$ cat src/rtl/ika2151_dac_serializer_pkg.sv
// ika2151_pkg
// Shared constants and types for the OPM DAC output serializer.
//   FRAME_SLOTS / WORD_BITS / PAD_BITS / MANT_BITS / EXP_BITS : frame and word geometry
//   MANT_OFFSET : XOR mask that turns a two's-complement mantissa into offset binary
//   dac_word_t  : one DAC word, MSB first {expo, mant, pad}; shifted out LSB first
//   fits_mant() : true when a 16-bit value lies in the signed mantissa range [-512, 511]
package ika2151_pkg;

  localparam int FRAME_SLOTS = 32;
  localparam int WORD_BITS   = 16;
  localparam int PAD_BITS    = 3;
  localparam int MANT_BITS   = 10;
  localparam int EXP_BITS    = 3;
  localparam int SLOT_BITS   = $clog2(FRAME_SLOTS);

  localparam logic [MANT_BITS-1:0] MANT_OFFSET = 10'h200;

  typedef struct packed {
    logic [EXP_BITS-1:0]  expo;
    logic [MANT_BITS-1:0] mant;
    logic [PAD_BITS-1:0]  pad;
  } dac_word_t;

  // Biasing by +512 maps [-512, 511] onto [0, 1023]; anything else wraps
  // to 1024 or above, so one unsigned compare covers both bounds.
  function automatic logic fits_mant(input logic [WORD_BITS-1:0] v);
    logic [WORD_BITS-1:0] biased;
    biased = v + 16'd512;
    return biased < 16'd1024;
  endfunction

endpackage

$ cat src/rtl/ika2151_dac_serializer_if.sv
// ika2151_dac_if
// Bundles the accumulator-side inputs and the DAC pin outputs of the serializer.
//   i_phi1_NCEN_n : active-low clock enable, state moves only on ticks where it is 0
//   i_CYCLE_31    : last slot of the frame, triggers the frame load
//   i_ACC_LD      : one-tick strobe marking i_ACC_L / i_ACC_R valid
//   i_ACC_L/R     : signed 16-bit channel sums
//   o_SO          : serial DAC data, LSB first
//   o_SH1 / o_SH2 : left / right sample-hold strobes
// Modports: master drives the inputs (accumulator side), slave is the serializer.
interface ika2151_dac_if;
  import ika2151_pkg::*;

  logic                        i_phi1_NCEN_n;
  logic                        i_CYCLE_31;
  logic                        i_ACC_LD;
  logic signed [WORD_BITS-1:0] i_ACC_L;
  logic signed [WORD_BITS-1:0] i_ACC_R;
  logic                        o_SO;
  logic                        o_SH1;
  logic                        o_SH2;

  modport master (
    output i_phi1_NCEN_n, i_CYCLE_31, i_ACC_LD, i_ACC_L, i_ACC_R,
    input  o_SO, o_SH1, o_SH2
  );

  modport slave (
    input  i_phi1_NCEN_n, i_CYCLE_31, i_ACC_LD, i_ACC_L, i_ACC_R,
    output o_SO, o_SH1, o_SH2
  );

endinterface

$ cat src/rtl/ika2151_dac_serializer_fp_encoder.sv
// ika2151_fp_encoder
// Combinational conversion of a signed 16-bit sample into the DAC floating
// point word: exponent e in 1..7 is the smallest for which S>>>(e-1) fits a
// 10-bit signed mantissa; the mantissa is sent in offset binary.
//   s    : signed 16-bit sample
//   word : {e, mantissa ^ 0x200, 3'b000}
// Build option: IKA2151_DAC_ROUND_EN adds half-up rounding of the mantissa
// (default build truncates, which matches the original chip).
module ika2151_fp_encoder
  import ika2151_pkg::*;
(
  input  logic signed [WORD_BITS-1:0] s,
  output dac_word_t                   word
);

  logic [EXP_BITS-1:0]  exp_c;
  logic [MANT_BITS-1:0] shifted;
  logic [EXP_BITS-1:0]  exp_f;
  logic [MANT_BITS-1:0] mant_f;
`ifdef IKA2151_DAC_ROUND_EN
  logic                 rnd;
  logic [MANT_BITS:0]   sum;
`endif

  always_comb begin
    // Descending scan so the smallest fitting exponent is the last one kept.
    exp_c = 3'd7;
    for (int k = 7; k >= 1; k--) begin
      if (fits_mant(16'(s >>> (k - 1)))) exp_c = 3'(k);
    end
    shifted = 10'(s >>> (exp_c - 3'd1));
`ifdef IKA2151_DAC_ROUND_EN
    // The first bit shifted away decides the half-up rounding.
    rnd = (exp_c >= 3'd2) ? s[{1'b0, exp_c - 3'd2}] : 1'b0;
    sum = {shifted[MANT_BITS-1], shifted} + {10'd0, rnd};
    if (sum[MANT_BITS:MANT_BITS-1] == 2'b01) begin
      // Rounded up to +512: renormalise one exponent up, or saturate at the top.
      if (exp_c == 3'd7) begin
        exp_f  = exp_c;
        mant_f = 10'd511;
      end else begin
        exp_f  = exp_c + 3'd1;
        mant_f = 10'd256;
      end
    end else begin
      exp_f  = exp_c;
      mant_f = sum[MANT_BITS-1:0];
    end
`else
    exp_f  = exp_c;
    mant_f = shifted;
`endif
    word.expo = exp_f;
    word.mant = mant_f ^ MANT_OFFSET;
    word.pad  = '0;
  end

endmodule

$ cat src/rtl/ika2151_dac_serializer.sv
// ika2151_dac_serializer
// Parallel-to-serial converter from the accumulator to the external DAC.
// Once per 32-slot frame both channel sums are encoded and loaded into a
// 32-bit shift register {word(R), word(L)}, then shifted out LSB first.
//   i_EMUCLK : master clock
//   i_MRST   : synchronous active-high reset (acts without a clock enable)
//   bus      : ika2151_dac_if.slave (enable, frame mark, sample load, DAC pins)
// Behaviour: SH1 is high for slots 0..15 (left word), SH2 for slots 16..31.
// All outputs stay 0 until the first frame load after reset.
// Build option: IKA2151_DAC_ROUND_EN selects rounding in the encoder.
module ika2151_dac_serializer
  import ika2151_pkg::*;
(
  input  logic         i_EMUCLK,
  input  logic         i_MRST,
  ika2151_dac_if.slave bus
);

  logic                        en;
  logic                        load;
  logic signed [WORD_BITS-1:0] hold_l;
  logic signed [WORD_BITS-1:0] hold_r;
  logic signed [WORD_BITS-1:0] src_l;
  logic signed [WORD_BITS-1:0] src_r;
  dac_word_t                   word_l;
  dac_word_t                   word_r;
  logic [2*WORD_BITS-1:0]      sr;
  logic [2*WORD_BITS-1:0]      sr_next;
  logic [SLOT_BITS-1:0]        slot;
  logic [SLOT_BITS-1:0]        slot_next;
  logic                        framed;
  logic                        framed_next;
  logic                        so_q;
  logic                        sh1_q;
  logic                        sh2_q;

  assign en   = ~bus.i_phi1_NCEN_n;
  assign load = en & bus.i_CYCLE_31;

  // A strobe on the load tick bypasses the hold registers so the new pair
  // goes out with one tick of latency instead of a whole frame.
  assign src_l = bus.i_ACC_LD ? bus.i_ACC_L : hold_l;
  assign src_r = bus.i_ACC_LD ? bus.i_ACC_R : hold_r;

  ika2151_fp_encoder u_enc_l (.s(src_l), .word(word_l));
  ika2151_fp_encoder u_enc_r (.s(src_r), .word(word_r));

  always_comb begin
    sr_next     = sr;
    slot_next   = slot;
    framed_next = framed;
    if (load) begin
      sr_next     = {word_r, word_l};
      slot_next   = '0;
      framed_next = 1'b1;
    end else if (en) begin
      sr_next   = {1'b0, sr[2*WORD_BITS-1:1]};
      slot_next = slot + 5'd1;
    end
  end

  always_ff @(posedge i_EMUCLK) begin
    if (i_MRST) begin
      sr     <= '0;
      slot   <= '0;
      framed <= 1'b0;
      hold_l <= '0;
      hold_r <= '0;
      so_q   <= 1'b0;
      sh1_q  <= 1'b0;
      sh2_q  <= 1'b0;
    end else begin
      sr     <= sr_next;
      slot   <= slot_next;
      framed <= framed_next;
      if (en && bus.i_ACC_LD) begin
        hold_l <= bus.i_ACC_L;
        hold_r <= bus.i_ACC_R;
      end
      // Outputs are registered from the next-state values so they change on
      // the same edge as the slot they describe.
      so_q  <= framed_next & sr_next[0];
      sh1_q <= framed_next & ~slot_next[SLOT_BITS-1];
      sh2_q <= framed_next &  slot_next[SLOT_BITS-1];
    end
  end

  assign bus.o_SO  = so_q;
  assign bus.o_SH1 = sh1_q;
  assign bus.o_SH2 = sh2_q;

endmodule

$ cat src/flat_wrapper.sv
// flat-port wrapper written by rule: the top's interface ports become plain ports
module ika2151_dac_serializer_flat import ika2151_pkg::*;
  (i_EMUCLK, i_MRST, bus_i_phi1_NCEN_n, bus_i_CYCLE_31, bus_i_ACC_LD, bus_i_ACC_L, bus_i_ACC_R, bus_o_SO, bus_o_SH1, bus_o_SH2);
  ika2151_dac_if bus_i ();
  input  logic i_EMUCLK;
  input  logic i_MRST;
  input wire logic [$bits(bus_i.i_phi1_NCEN_n)-1:0] bus_i_phi1_NCEN_n;
  input wire logic [$bits(bus_i.i_CYCLE_31)-1:0] bus_i_CYCLE_31;
  input wire logic [$bits(bus_i.i_ACC_LD)-1:0] bus_i_ACC_LD;
  input wire logic [$bits(bus_i.i_ACC_L)-1:0] bus_i_ACC_L;
  input wire logic [$bits(bus_i.i_ACC_R)-1:0] bus_i_ACC_R;
  output wire logic [$bits(bus_i.o_SO)-1:0] bus_o_SO;
  output wire logic [$bits(bus_i.o_SH1)-1:0] bus_o_SH1;
  output wire logic [$bits(bus_i.o_SH2)-1:0] bus_o_SH2;
  assign bus_i.i_phi1_NCEN_n = bus_i_phi1_NCEN_n;
  assign bus_i.i_CYCLE_31 = bus_i_CYCLE_31;
  assign bus_i.i_ACC_LD = bus_i_ACC_LD;
  assign bus_i.i_ACC_L = bus_i_ACC_L;
  assign bus_i.i_ACC_R = bus_i_ACC_R;
  assign bus_o_SO = bus_i.o_SO;
  assign bus_o_SH1 = bus_i.o_SH1;
  assign bus_o_SH2 = bus_i.o_SH2;
  ika2151_dac_serializer u_core (.i_EMUCLK(i_EMUCLK), .i_MRST(i_MRST), .bus(bus_i));
endmodule
$ cat config.mk
export PLATFORM = sky130hd
export DESIGN_NAME = ika2151_dac_serializer_flat
export DESIGN_NICKNAME = d
export VERILOG_FILES = /design/src/rtl/ika2151_dac_serializer_pkg.sv /design/src/rtl/ika2151_dac_serializer_if.sv /design/src/rtl/ika2151_dac_serializer_fp_encoder.sv /design/src/rtl/ika2151_dac_serializer.sv /design/src/flat_wrapper.sv
export SDC_FILE = /design/constraint.sdc
export NUM_CORES = 1
export LEC_CHECK = 0
export CAP_MARGIN = 5
export CORE_MARGIN = 4
export CORE_UTILIZATION = 60
export CTS_CLUSTER_SIZE = 12
export DETAILED_ROUTE_END_ITERATION = 7
export PLACE_DENSITY = 0.81
export SLEW_MARGIN = 20
export SYNTH_ARGS = -nofsm -noshare
export SYNTH_HDL_FRONTEND = slang
export SYNTH_SLANG_ARGS = --single-unit
$ cat constraint.sdc
create_clock -name i_EMUCLK -period 14.45 [get_ports i_EMUCLK]
set_clock_uncertainty 0.05 [all_clocks]
set_input_delay 2.89 -clock i_EMUCLK [delete_from_list [all_inputs] [get_ports i_EMUCLK]]
set_output_delay 2.89 -clock i_EMUCLK [all_outputs]
set_load 0.05 [all_outputs]
==> results of run 1 <==
==> power by group <==
part / total [µW] / internal [µW] / switching [µW]
sequential: 222 / 214 / 7.77
combinational: 256 / 111 / 145
clock: 181 / 102 / 78.8
total: 659 / 427 / 231
==> state kept, by name, indices dropped and copies added (netlist names) <==
name / count
u_core.sr: 32
u_core.bus.o_SH2: 1
u_core.hold_r: 16
u_core.hold_l: 16
u_core.bus.o_SH1: 1
u_core.bus.o_SO: 1
u_core.framed: 1
u_core.slot: 5
==> worst reg2reg max path: stages, from the launching register on <==
cell	delay, ns
sky130_fd_sc_hd__dfxtp_1	0.35
sky130_fd_sc_hd__mux2i_1	0.43
sky130_fd_sc_hd__inv_1	0.22
sky130_fd_sc_hd__ha_1	0.39
sky130_fd_sc_hd__nand3b_1	0.14
sky130_fd_sc_hd__nand3_1	0.08
sky130_fd_sc_hd__a221oi_1	0.47
sky130_fd_sc_hd__a22oi_1	0.17
sky130_fd_sc_hd__o32a_1	0.67
sky130_fd_sc_hd__ha_1	0.85
sky130_fd_sc_hd__mux2_2	0.42
sky130_fd_sc_hd__or3_1	0.30
sky130_fd_sc_hd__and4b_1	0.20
==> metal layers <==
metal	track usage (%)	up-vias	share of wire [%]
li1	-	2397	-
met1	29.69	2290	43
met2	43.25	126	50
met3	3.857	25	4.0
met4	7.871	0	2.1
met5	0	-	0
==> cell usage after synthesis (8+ instances only) <==
master                     instances  area [µm²]
sky130_fd_sc_hd__nand2_1          97       364.1
sky130_fd_sc_hd__a21oi_1          78       390.4
sky130_fd_sc_hd__dfxtp_1          73        1461
sky130_fd_sc_hd__nor2_1           67       251.5
sky130_fd_sc_hd__mux2i_1          46       460.4
sky130_fd_sc_hd__clkbuf_1         25       93.84
sky130_fd_sc_hd__o21ai_0          22       110.1
sky130_fd_sc_hd__inv_1            19       71.32
sky130_fd_sc_hd__mux2_2           18       202.7
sky130_fd_sc_hd__ha_1             15       187.7
sky130_fd_sc_hd__nor3_1           13       65.06
sky130_fd_sc_hd__mux4_2           11       247.7
sky130_fd_sc_hd__nand3_1          11       55.05
sky130_fd_sc_hd__a211oi_1         10       75.07
sky130_fd_sc_hd__nor2b_1           8       50.05
==> worst paths after layout <==
check / from / to / slack [ns] / depth (start not counted)
hold / removal: u_core.hold_l[0] / u_core.hold_l[0] / 0.41 / 2
setup reg to reg: u_core.hold_r[13] / u_core.sr[24] / 9.62 / 12
hold reg to reg: u_core.hold_l[0] / u_core.hold_l[0] / 0.41 / 2
setup / recovery: bus_i_ACC_LD / u_core.sr[9] / 6.61 / 17
==> per-stage QoR <==
stage / area [µm²] / utilization, % / total power, µW / cells / worst slack (ns)
after floorplan: 5379 / - / 437.4 / 663 / 7.158
after global placement: 5652 / 64.81 / 473.2 / 766 / 6.329
after detailed placement: 5654 / 64.84 / 479.8 / 766 / 6.208
after CTS: 5874 / 67.36 / 657.1 / 782 / 6.596
after global routing: 5874 / 67.36 / 697.5 / 782 / 6.085
final: 5874 / 67.36 / 658.9 / 782 / 6.606
==> cell families after synthesis <==
logic type / Yosys count / share of synthesized area [%]
adder cells (fa/ha/maj): 15 / 3.489
buffers and inverters: 71 / 6.676
multiplexers: 82 / 19.33
XOR/XNOR: 13 / 2.117
AND/OR/NAND/NOR: 233 / 19.66
flip-flops: 73 / 27.17
AO/OA/AOI/OAI: 176 / 21.56
==> area by class of cell <==
cell class	instances	area (µm²)	area share [%]
clock buffer	11	141.4	2.407
clock inverter	5	78.83	1.342
inverter	23	88.84	1.512
multi-input combinational	519	3563	60.66
sequential	73	1461	24.88
tap	108	135.1	2.300
timing repair buffer	43	405.4	6.901
==> impl_metrics.yaml, run 1 <==
run_status:
  outcome: "complete, no violations"
floorplan:
  num_io_pins: 40
  chipHeight_um: 102.7
  core_area_um2: 8721
  initial_core_utilization_pct: 61.68
  fp.dieArea_um2: 10540
  floorplan_row_count: 34
  chipWidth_um: 102.7
timing:
  final-max-slew-violation-count: 0
  fin_tns_setup_ns: 0
  rsz0062_at_grt: "no"
  worst_hold_margin_ns: 0.4077
  finalHoldViolCount: 0
  worst_slew_margin_rel_pct: 36.46
  max_slew.worst_pin.slew_ns: 0.9501
  period_needed_ns: 7.844
  final.period_utilization_pct: 54.28
  fmax_ghz: 0.1275
  report.final.setup_viol: 0
power_and_ir_drop:
  p_per_area_nw_per_um2: 112.2
  vdd.ir_drop.worst_uv: 64.31
  cellLeakagePower_uw: 0.002336
layout:
  syn2layout_area_growth_pct: 9.211
  layout-drive-gt1-share_pct: 11.87
  number_of_diodes_added_for_antenna_fixing: 0
  mostFrequentLayoutCell: "sky130_fd_sc_hd__nand2_1"
  design.final.nets: 721
  layout.filler_cells: 706
  most-common-layout-cells: "sky130_fd_sc_hd__nand2_1 (97), sky130_fd_sc_hd__a21oi_1 (78), sky130_fd_sc_hd__dfxtp_1 (73)"
global_route:
  global_route.usage.total_pct: 24.22
  via_count_of_the_first_global_routing_pass: 4578
  global_route_wire_length_before_repair_mm: 20.89
  grt_antenna_before_repair: 0
  residual_overflow_from_global_routing: 0
  pin_count_of_the_biggest_net_entering_global_routing: 66
clock_network:
  clock_latency_of_the_later_clocked_register_in_the_worst_skew_pair_ns: 0.35
  clk_path_buf_depth: 2
  clock_tree_from_tritoncts: "built"
  clock_buffer_count_from_cts: 9
  clk_pin_slew_worst_paths_ns: 0.09
  cts_setup_buffers: 0
  clock_tree.root_cell: "sky130_fd_sc_hd__clkbuf_8"
  cts.hold.buffers_added: 0
  cts_max_level: 3
  clkSinkCount: 73
  number_of_instances_resized_during_post_cts_repair: 0
synth:
  synthesis.yosys.warnings: 0
  synthDistinctLibCells: 75
  async_flop_share_pct: 0
  synth_edf_count: 0
  postSynthCellCount: 663
  synth-main-ff-cell: "sky130_fd_sc_hd__dfxtp_1"
  postSynthNetCount: 715
  yosysSeqAreaShare_pct: 27.17
  synth-seq-cells: 73
  synth.cell_area_um2: 5379
  synth.avg_cell_area_um2: 8.113
detailed_routing:
  detail_route.first_pass.iterations: 5
  route.antenna.remaining_nets: 0
  route.detailed.drc: 0
  drt-wirelength-per-cell_um: 15.96
  wl_mm: 12.48
  detailedRoute.firstIterationViolations: 285
  dr_total_vias: 4838
  drt-vias-per-instance: 6.187
setup_path:
  critPathMaxStageDelay_ns: 0.70
  timing.critical_path.buf_inv: 4
  crit_chain: "buf_2 > buf_4 > mux2i_2 > inv_2 > ha_1 > and2_1 > a221oi_1 > a21oi_1 > a2111o_1 > o21ai_1 > a21o_1 > inv_1 > ha_1 > mux4_2 > a21oi_1 > o21ai_1 > a221oi_2"
  setup.worst_path.end_class: "flip-flop"
  crit_path_top_delay_cell: "sky130_fd_sc_hd__ha_1"
  crit_type: "in -> reg"
  startpoint_type: "primary input"
  path_delay_family: "compound AO/OA/AOI/OAI gates"
  cp_data_required_time_ns: 14.67
  critical_path_arrival_ns: 8.06
  path_max_fanout: 52
placement:
  routabilityCongestion: 0.9451
  io_buffer_count: 39
  dp_hpwl_mm: 8.834
hold_path:
  min_path_type: "reg -> reg"
job:
  timing.max_cap.violations: 0
No activity file was read; power rests on OpenSTA's default activity.
==> run 2: changes to the inputs <==
--- a/config.mk
+++ b/config.mk
@@ -7,10 +7,10 @@
 export LEC_CHECK = 0
 export CAP_MARGIN = 5
 export CORE_MARGIN = 4
-export CORE_UTILIZATION = 60
+export CORE_UTILIZATION = 54
 export CTS_CLUSTER_SIZE = 12
 export DETAILED_ROUTE_END_ITERATION = 7
-export PLACE_DENSITY = 0.81
+export PLACE_DENSITY = 0.77
 export SLEW_MARGIN = 20
 export SYNTH_ARGS = -nofsm -noshare
 export SYNTH_HDL_FRONTEND = slang
==> constraint.sdc (replaced) <==
create_clock -name i_EMUCLK -period 6.76 [get_ports i_EMUCLK]
set_clock_uncertainty 0.05 [all_clocks]
set_input_delay 1.352 -clock i_EMUCLK [delete_from_list [all_inputs] [get_ports i_EMUCLK]]
set_output_delay 1.352 -clock i_EMUCLK [all_outputs]
set_load 0.05 [all_outputs]
==> run 2 against run 1 <==
Net effect: via count fell by 0.62%; highest routed layer unchanged; critical path depth down 2; critical path type unchanged; combinational power grew 120%.
==> impl_metrics.yaml, run 2 (synthesis gave the netlist of run 1 again) <==
layout:
  mostFrequentLayoutCell: "sky130_fd_sc_hd__nand2_1"
  reg_top3: "u_core.sr: 32 flops, u_core.hold_l: 16 flops, u_core.hold_r: 16 flops"
  max_flop_register: "u_core.sr"
  flip_flop_count_of_the_largest_register_after_layout: 32
  layout-drive-gt1-share_pct: 12.37
  layout.cells.non_filler: 812
  syn2layout_area_growth_pct: 11.00
  number_of_diodes_added_for_antenna_fixing: 0
  layout.filler_cells: 876
  layout.cell_area.non_filler_um2: 5971
  postLayoutCoreUtil_pct: 61.37
  design.final.nets: 726
  most-common-layout-cells: "sky130_fd_sc_hd__nand2_1 (97), sky130_fd_sc_hd__a21oi_1 (78), sky130_fd_sc_hd__dfxtp_1 (73)"
setup_path:
  crit_type: "in -> reg"
  r2r_end: "u_core.sr[24]"
  crit_path_top_delay_cell: "sky130_fd_sc_hd__ha_1"
  path_delay_family: "compound AO/OA/AOI/OAI gates"
  timing.critical_path.buf_inv: 4
  cp_data_required_time_ns: 6.97
  startpoint_type: "primary input"
  reg2reg_from: "u_core.hold_r[13]"
  setup.worst_path.end_class: "flip-flop"
  crit_cells: 15
  worst-r2r-setup-slack_ns: 2.42
  crit_chain: "buf_2 > buf_4 > mux2i_1 > inv_1 > ha_1 > nor4b_1 > o21ai_0 > a221oi_1 > a21o_1 > inv_1 > ha_1 > mux4_2 > a21oi_1 > o21ai_1 > a221oi_2"
  path_max_fanout: 20
  worst-r2r-cell-count: 14
  critPathMaxStageDelay_ns: 0.67
  critical_path_arrival_ns: 5.84
clock_network:
  clock_tree_from_tritoncts: "built"
  number_of_instances_resized_during_post_cts_repair: 0
  cts.hold.buffers_added: 0
  cts_setup_buffers: 0
  clock_tree.root_cell: "sky130_fd_sc_hd__clkbuf_8"
  cts_max_level: 3
  clock_buffer_count_from_cts: 9
  clkSinkCount: 73
  clock_latency_of_the_later_clocked_register_in_the_worst_skew_pair_ns: 0.35
  clk_path_buf_depth: 2
  clk_pin_slew_worst_paths_ns: 0.08
global_route:
  global_route_wire_length_before_repair_mm: 21.58
  via_count_of_the_first_global_routing_pass: 4659
  pin_count_of_the_biggest_net_entering_global_routing: 66
  global_route.usage.total_pct: 22.50
  grt_antenna_before_repair: 0
  residual_overflow_from_global_routing: 0
power_and_ir_drop:
  internal_power_uw: 949.2
  switching_power_uw: 502.3
  vdd.ir_drop.worst_uv: 116.9
  power.combinational.fraction_pct: 38.4
  post-layout-total-power_uw: 1452
  cellLeakagePower_uw: 0.002366
  p_sw_share_pct: 34.61
  clockPowerShare_pct: 28.8
  seq_power_share_pct: 32.7
  p_per_area_nw_per_um2: 243.1
placement:
  place_area_um2: 5728
  placed_cells: 796
  routabilityCongestion: 0.9393
  io_buffer_count: 39
  dp_hpwl_mm: 8.989
timing:
  fmax_ghz: 0.1778
  max_slew.worst_pin.slew_ns: 0.9742
  report.final.setup_viol: 0
  fin_tns_setup_ns: 0
  rsz0062_at_grt: "no"
  period_needed_ns: 5.625
  finalHoldViolCount: 0
  final.period_utilization_pct: 83.21
  worst_slew_margin_rel_pct: 34.85
  final-max-slew-violation-count: 0
hold_path:
  min_delay_worst_endpoint: "u_core.hold_r[9]"
  min_path_type: "reg -> reg"
  worst_hold_startpoint: "u_core.hold_r[9]"
  min_path_cells: 2
floorplan:
  chipHeight_um: 107.8
  num_io_pins: 40
  core_area_um2: 9729
  chipWidth_um: 107.8
  floorplan_row_count: 36
  fp.dieArea_um2: 11620
  initial_core_utilization_pct: 55.29
detailed_routing:
  route.detailed.drc: 0
  dr_total_vias: 4808
  wl_mm: 12.52
  drt-wirelength-per-cell_um: 15.42
  drt-vias-per-instance: 5.921
  detailedRoute.firstIterationViolations: 327
  detail_route.first_pass.iterations: 5
  route.antenna.remaining_nets: 0
job:
  timing.max_cap.violations: 0
run_status:
  outcome: "complete, no violations"
[run 2: changes by cell type in the layout (fill, tap and decap cells not counted), sizes merged]
| cell | change |
|---|---|
| clkinvlp | +1 |
| clkbuf | -1 |
| clkinv | -2 |
| inv | +1 |
| bufinv | +1 |
| buf | +5 |
[run 2: per-stage QoR]
| stage | setup slack (ns) | hold WS (ns) |
|---|---|---|
| 2_1_floorplan | 1.006 | 0.3805 |
| 3_3_place_gp | 1.011 | 0.3906 |
| 3_5_place_dp | 0.9009 | 0.3960 |
| 4_1_cts | 1.246 | 0.4080 |
| 5_1_grt | 0.8847 | 0.4350 |
| 6_report | 1.135 | 0.4081 |
[run 2: worst max path at each step]
stage          slack [ns]         start      endpoint
2_1_floorplan        1.01  bus_i_ACC_LD  u_core.sr[9]
3_3_place_gp         1.01  bus_i_ACC_LD  u_core.sr[9]
3_5_place_dp         0.90  bus_i_ACC_LD  u_core.sr[9]
4_1_cts              1.25  bus_i_ACC_LD  u_core.sr[9]
5_1_grt              0.88  bus_i_ACC_LD  u_core.sr[9]
6_report             1.14  bus_i_ACC_LD  u_core.sr[9]
[run 2: tightest hold or removal path, delay by kind of cell (launching register included)]
family	cells	cell delay [ns]
AO/OA/AOI/OAI	1	0.05
flip-flops	1	0.31
AND/OR/NAND/NOR	1	0.05
[run 2: final cells by class]
type	count	area (µm²)	area share, %
sequential	73	1461	24.48
timing repair buffer	48	450.4	7.544
inverter	23	88.84	1.488
tap	133	166.4	2.787
multi-input combinational	519	3561	59.64
clock buffer	10	127.6	2.137
clock inverter	6	115.1	1.928
[run 2: power by group through the flow]
stage | registers, µW | clock network, µW | logic (µW)
after floorplan | 481 | 0 | 453
after detailed placement | 484 | 0 | 549
after global routing | 479 | 445 | 619
after global placement | 483 | 0 | 536
after CTS | 475 | 425 | 553
final | 475 | 419 | 558
[run 2: metal layers]
| layer | vias to the layer above | routed length (µm) | GRT usage [%] |
|---|---|---|---|
| met4 | 0 | 212 | 6.853 |
| met1 | 2266 | 5546 | 27.66 |
| met3 | 21 | 401 | 3.659 |
| met5 | - | 0 | 0 |
| met2 | 109 | 6359 | 40.10 |
| li1 | 2412 | - | - |
